File: src/rtl/irq_pending_ctrl.sv
// Interrupt front-end: rising-edge capture into sticky pending bits,
// masked feed to an external priority encoder, valid/ack presentation.
module irq_pending_ctrl #(
   parameter int N   = 8,
   parameter int IDW = $clog2(N)
) (
   input  logic           clk,
   input  logic           rst,
   input  logic [N-1:0]   irq_in,
   input  logic [N-1:0]   mask,
   output logic [N-1:0]   pend_o,
   input  logic [IDW-1:0] sel_id,
   output logic           irq_valid,
   output logic [IDW-1:0] irq_id,
   input  logic           irq_ack,
   output logic [N-1:0]   lost,
   input  logic           lost_clr
);

   localparam logic [1:0] IDLE    = 2'd0;
   localparam logic [1:0] PRESENT = 2'd1;
   localparam logic [1:0] HOLDOFF = 2'd2;

   localparam logic [N-1:0] ONE = {{(N-1){1'b0}}, 1'b1};

   logic [1:0]   state;
   logic [N-1:0] prev;
   logic [N-1:0] pending;

   logic         ack_fire;
   logic [N-1:0] rise;
   logic [N-1:0] clr_vec;
   logic [N-1:0] pending_nxt;
   logic [N-1:0] lost_set;
   logic [N-1:0] lost_nxt;

   assign pend_o = pending & mask;

   // A same-cycle rise beats the ack clear, so the new event survives.
   always_comb begin
      ack_fire    = (state == PRESENT) && irq_ack;
      rise        = irq_in & ~prev;
      clr_vec     = ack_fire ? (ONE << irq_id) : '0;
      pending_nxt = (pending & ~clr_vec) | rise;
      lost_set    = rise & pending & ~clr_vec;
      lost_nxt    = lost_clr ? '0 : (lost | lost_set);
   end

   always_ff @(posedge clk) begin
      if (rst) begin
         prev    <= irq_in;
         pending <= '0;
         lost    <= '0;
      end else begin
         prev    <= irq_in;
         pending <= pending_nxt;
         lost    <= lost_nxt;
      end
   end

   always_ff @(posedge clk) begin
      if (rst) begin
         state     <= IDLE;
         irq_valid <= 1'b0;
         irq_id    <= '0;
      end else begin
         unique case (state)
            IDLE: begin
               if (|pend_o) begin
                  irq_id    <= sel_id;
                  irq_valid <= 1'b1;
                  state     <= PRESENT;
               end
            end
            PRESENT: begin
               if (irq_ack) begin
                  irq_valid <= 1'b0;
                  state     <= HOLDOFF;
               end
            end
            HOLDOFF: begin
               // Lets pend_o and the encoder output settle after the clear.
               state <= IDLE;
            end
            default: begin
               irq_valid <= 1'b0;
               state     <= IDLE;
            end
         endcase
      end
   end

endmodule
File: config.mk
export PLATFORM = sky130hd
export DESIGN_NAME = irq_pending_ctrl
export DESIGN_NICKNAME = d
export VERILOG_FILES = /design/src/rtl/irq_pending_ctrl.sv
export SDC_FILE = /design/constraint.sdc
export NUM_CORES = 1
export LEC_CHECK = 0
export ABC_AREA = 0
export CORE_MARGIN = 5
export CORE_UTILIZATION = 37
export CTS_CLUSTER_SIZE = 12
export DETAILED_ROUTE_END_ITERATION = 6
export HOLD_SLACK_MARGIN = 0.05
export PLACE_DENSITY_LB_ADDON = 0.05
export SETUP_SLACK_MARGIN = 0.5
export SLEW_MARGIN = 20
export SYNTH_ARGS = -nofsm -noshare
export SYNTH_HDL_FRONTEND = slang
export SYNTH_SLANG_ARGS = --single-unit
File: constraint.sdc
create_clock -name clk -period 1.3 [get_ports clk]
set_input_delay 0.13 -clock clk [delete_from_list [all_inputs] [get_ports clk]]
set_output_delay 0.13 -clock clk [all_outputs]
set_load 0.03 [all_outputs]
# ---- Word-level counts from Yosys, hierarchy flattened
# Cells that the tools add are included.
dict set report totals {
  ram_bits 0
  out_inout_bits 20
  latch_bits 0
  elab_cells 35
  n_memories 0
  inputBits 23
  romBits 0
  regBits 30
}
dict set report classes {
  multipliers 0
  n_addsub 0
  bitwise_logic 10
  n_eq_ne 4
  muxes 7
  order_cmp 0
  reduce_logical 7
  n_div 0
  shift 1
}
# operator n
set ops {}
lappend ops {{$and 8x8->8} 5}
lappend ops {{$not 8->8} 2}
lappend ops {{$or 8x8->8} 2}
lappend ops {{$mux 8} 1}
lappend ops {{$reduce_or 8->1} 1}
lappend ops {{$shl 1x3->8 const A} 1}
lappend ops {{$mux 2} 2}
lappend ops {{$ne 2x2->1 const B} 2}
lappend ops {{$pmux 2 s2} 1}
lappend ops {{$reduce_and 2->1} 2}
lappend ops {{$pmux 1 s3} 1}
lappend ops {{$reduce_and 3->1} 1}
lappend ops {{$eq 2x1->1 const B} 1}
lappend ops {{$eq 2x2->1 const B} 1}
lappend ops {{$logic_not 2->1} 1}
lappend ops {{$mux 1} 2}
lappend ops {{$reduce_or 2->1} 1}
lappend ops {{$logic_and 1x1->1} 1}
lappend ops {{$not 1->1} 1}

# ---- Depth between registers and ports, before layout
dict set report depth {
  word_depth 6
  mapped_depth 4
  ltp_nobuf 4
}

# ---- Worst setup path before layout
# No wires, ideal clock.
dict set report synth_path {
  path_type {register to register}
  start {register pending[4]}
  end {register irq_id[0]}
  setup_time_ps 118
  period_less_slack_ps 1531
  n_path_buf 0
  t_required_ps 1182
  arrival_ps 1413
  path_slack_ps -231
  path_stages_with_launch 5
  cell_sequence {dfxtp_1 and2_1 or4_4 o21a_4 mux2i_1}
}
dict set report synth_via {
  elab_chain_len 3
}
# item line_no
set synth_lines {}
lappend synth_lines {{start, declared} 28} ;# logic [N-1:0] pending;
lappend synth_lines {{start signal, assigned} 56} ;# pending <= pending_nxt;
lappend synth_lines {{$and 8x8->8} 37} ;# assign pend_o = pending & mask;
lappend synth_lines {{named net pend_o[4]} 11} ;# output logic [N-1:0] pend_o,
lappend synth_lines {{$reduce_or 8->1} 69} ;# if (|pend_o) begin
lappend synth_lines {{$reduce_and 2->1 (no line)} n/a}
lappend synth_lines {{end signal, assigned} 70} ;# irq_id <= sel_id;
lappend synth_lines {{end, declared} 14} ;# output logic [IDW-1:0] irq_id,
# The timed path passes the listed nets, and every way through them passes these cells.
# A chain may end at the register's enable or synchronous reset.

# ---- Worst setup path in the final report
dict set report layout_path {
  start {register pending[1]}
  end {register irq_id[2]}
}
dict set report layout_via {
  elab_chain_len 3
}
# item line_no
set layout_lines {}
lappend layout_lines {{$and 8x8->8} 37}
lappend layout_lines {{$reduce_or 8->1} 69}
lappend layout_lines {{$reduce_and 2->1 (no line)} n/a}
# Every way passes these cells.

==> impl_results.md <==
* Fin worst setup slack at -152 ps
* Number of antenna violations at the first check in global routing at 0
* R2R depth at 4
* Worst hold margin at 266 ps
* GRT Total Usage at 14.9%
* Kind of start point of the critical path: register
* Clk slew on worst S/H paths at 100 ps
* Peak Freq at 689 MHz
* Synthesized netlist cell count at 111
* Placer Congestion at 0.748
* Vias per std cell at 4.96
* Required time reported for the critical path endpoint at 1520 ps
* Core area at 0.00278 mm^2
* Initial standard-cell utilization of the core at 38.8%
* Count of input and output buffers at 42
* Fraction of final layout cells sized beyond drive strength 1 at 58.7%
* Hold Vio Cnt, Final at 0
* Number of hold buffers added after cts at 0
* Number of warnings printed during yosys synthesis at 0
* Iteration count of the initial detailed-routing pass at 2
* Hold path start: irq_in[2]
* Worst Hold Endpoint: prev[2]
* Number of nets in the layout at 201
* Post-synth net total at 134
* Class of the worst hold path: in2reg
* Start of the worst register-to-register path: pending[1]
* Setup clock skew after layout at 11.0 ps
* Slew of the pin with the lowest slew margin at 553 ps
* Flop2flop setup slack at -150 ps
* Maximum fanout along the worst path at 3
* Number of library cell types mapped by synthesis at 21
* Share of the cycle needed by the critical path after routing at 112%
* Total global routing overflow at 0
* Crit path DAT at 1670 ps
* Run status: finished with violations
* Synth async-reset ratio at 0%
* Hold Crit Depth at 1
* Max clock buf depth at 2
* I/O pin count at 43
* Pin count of the biggest net entering global routing at 22
* Static power due to leakage at 0.838 nW
* Portion of the post-synthesis area used by sequential elements at 55.7%
* Detailed-route wire length at 3.10 mm
* Destination of the worst register-to-register timing path: irq_id[2]
* Antenna Violating Nets Remaining at 0
* Synthesized area per cell at 9.72 um^2
* Via count at 1,042
* Count of placed standard cells in the final layout, fillers left out at 210
* Antenna Cells at 0
* Highest ir drop seen on vdd at 1.32 mV
* Number of max-capacitance violations reported at 0
* Average wire length per cell after detail routing at 14.8 um
* Vias in the first global route at 1,065
* Seq cells post-synth at 30
* Crit Path Class: reg2reg
* Final routed DRC violation total at 0
* Chip width at 64.0 um
* CTS Buf Count at 5
* Final critical path time including I/O delays and setup at 1450 ps
* Cell area after placement at 0.00160 mm^2
* Leading register cell type out of synthesis: sky130_fd_sc_hd__dfxtp_1
* Wire length of the first global-routing pass at 4.73 mm
* H-tree depth reported by CTS at 2
* Clock tree from TritonCTS: built
* Final slew viol count at 0
* Worst skew pair latency at 320 ps
* Placed cell count at 189
* Post-synth EDFFs at 0
* CTS sink count at 30
* RSZ-0062 raised after global routing: yes
* Max-slew headroom at 63.0%
* Synth Cell Area at 0.00108 mm^2
* P&R area growth vs syn at 88.3%
* Height of the chip at 64.0 um
* Post-DP HPWL at 2.04 mm
* Cell Rows at 19
* Total of endpoints with negative setup slack in the final report at 5
* Critical Path Sink Type: register
* CTS Root Cell: sky130_fd_sc_hd__clkbuf_4
* Overall die area at 0.00409 mm^2
* First DRT Iteration DRCs at 42
* Number of fillers in the final layout at 204
* Final design instance area without fill at 0.00203 mm^2
* Violations in the final reports: negative setup slack
* Pwr per Cell Area at 1210 mW/mm^2
-- cell families (layout without fill, tap and decap cells) --
family / count (synthesis) / in the layout / share of synthesized area, %
multiplexers: 3 / 3 / 2.78
flip-flops: 30 / 30 / 55.7
AND/OR/NAND/NOR: 43 / 43 / 22.3
buffers and inverters: 6 / 74 / 2.09
AO/OA/AOI/OAI: 29 / 29 / 17.2
-- final cells by class --
cell class	count	area [um^2]	area share (%)
multi-input combinational	75	622	30.6
clock buffer	7	76.3	3.76
inverter	4	15.0	0.739
tap	31	38.8	1.91
sequential	30	638	31.4
clock inverter	1	30.0	1.48
timing repair buffer	62	611	30.1
-- through the flow --
stage,power (W),setup slack [ps],setup TNS [ps],util (%)
global placement,0.00142,-392,-4360,57.6
detailed placement,0.00143,-415,-4640,57.6
floorplan,0.00125,-128,-586,-
global route,0.00255,-228,-1030,73.0
CTS,0.00243,-163,-709,69.6
finish,0.00245,-152,-650,73.0
-- routing by layer --
metal	routed length, um	global-route usage (%)	vias up	share of wire, %
met2	1530	23.4	36	49
li1	-	-	517	-
met4	110	9.35	0	3.5
met3	167	4.38	11	5.4
met1	1290	17.6	478	41
met5	0	0	-	0
-- flip-flops by register name (all words and copies together) (netlist names) --
name	flops
pending	8
irq_valid	1
irq_id	3
lost	8
prev	8
state	2
-- where the power goes --
part | switching (W) | internal (W) | total (W) | leakage (nW)
Sequential | 0.0000568 | 0.000985 | 0.00104 | 0.258
Clock | 0.000326 | 0.000574 | 0.000901 | 0.0567
Combinational | 0.000234 | 0.000272 | 0.000506 | 0.524
Total | 0.000617 | 0.00183 | 0.00245 | 0.838
-- worst max-delay path, cell delays in order (launching register included) --
cell and delay (ps):
sky130_fd_sc_hd__dfxtp_2 320, sky130_fd_sc_hd__and2_4 140, sky130_fd_sc_hd__or4_4 550, sky130_fd_sc_hd__o21a_4 230, sky130_fd_sc_hd__mux2i_1 120
-- repair_timing --
action                                  in CTS  in global routing
buffers inserted                             8                  5
endpoints found under the setup margin      41                 42
resized for setup                          138                 14
hold endpoints to repair                     0                  0
pin swaps                                   20                  4
-- cells in the mapped netlist, types with 2 or more instances --
cell type	number	area share, %
sky130_fd_sc_hd__a21oi_1	10	4.6
sky130_fd_sc_hd__and2_1	3	1.7
sky130_fd_sc_hd__clkbuf_1	2	0.70
sky130_fd_sc_hd__dfxtp_1	30	56
sky130_fd_sc_hd__inv_1	4	1.4
sky130_fd_sc_hd__mux2i_1	3	2.8
sky130_fd_sc_hd__nand2_1	10	3.5
sky130_fd_sc_hd__nand2b_1	16	9.3
sky130_fd_sc_hd__nor2_1	7	2.4
sky130_fd_sc_hd__o21a_1	4	2.8
sky130_fd_sc_hd__o21ai_0	8	3.7
sky130_fd_sc_hd__o31ai_1	2	1.4
sky130_fd_sc_hd__o41ai_1	4	3.2
-- placed cells by master, fill, tap and decap left out, drive strengths merged --
cell / count
mux2i: 3
clkdlybuf4s50: 22
nand2: 10
clkbuf: 7
inv: 4
o31ai: 2
nand4b: 1
or3b: 1
or2: 1
nor2: 7
nand2b: 16
o21a: 5
a21oi: 10
dfxtp: 30
and2: 4
bufinv: 1
o41ai: 4
or4: 1
nand4: 1
buf: 40
nand3b: 1
o21ai: 8
-- worst max path at each step --
stage | slack (ps) | depth (start not counted) | startpoint | to
floorplan | -130 | 4 | pending[7] | irq_id[0]
global placement | -390 | 5 | mask[7] | irq_id[0]
detailed placement | -420 | 5 | mask[7] | irq_id[1]
CTS | -160 | 4 | pending[1] | irq_id[2]
global route | -230 | 4 | pending[1] | irq_valid
finish | -150 | 4 | pending[1] | irq_id[2]
Power figures use the tool's default switching activity.
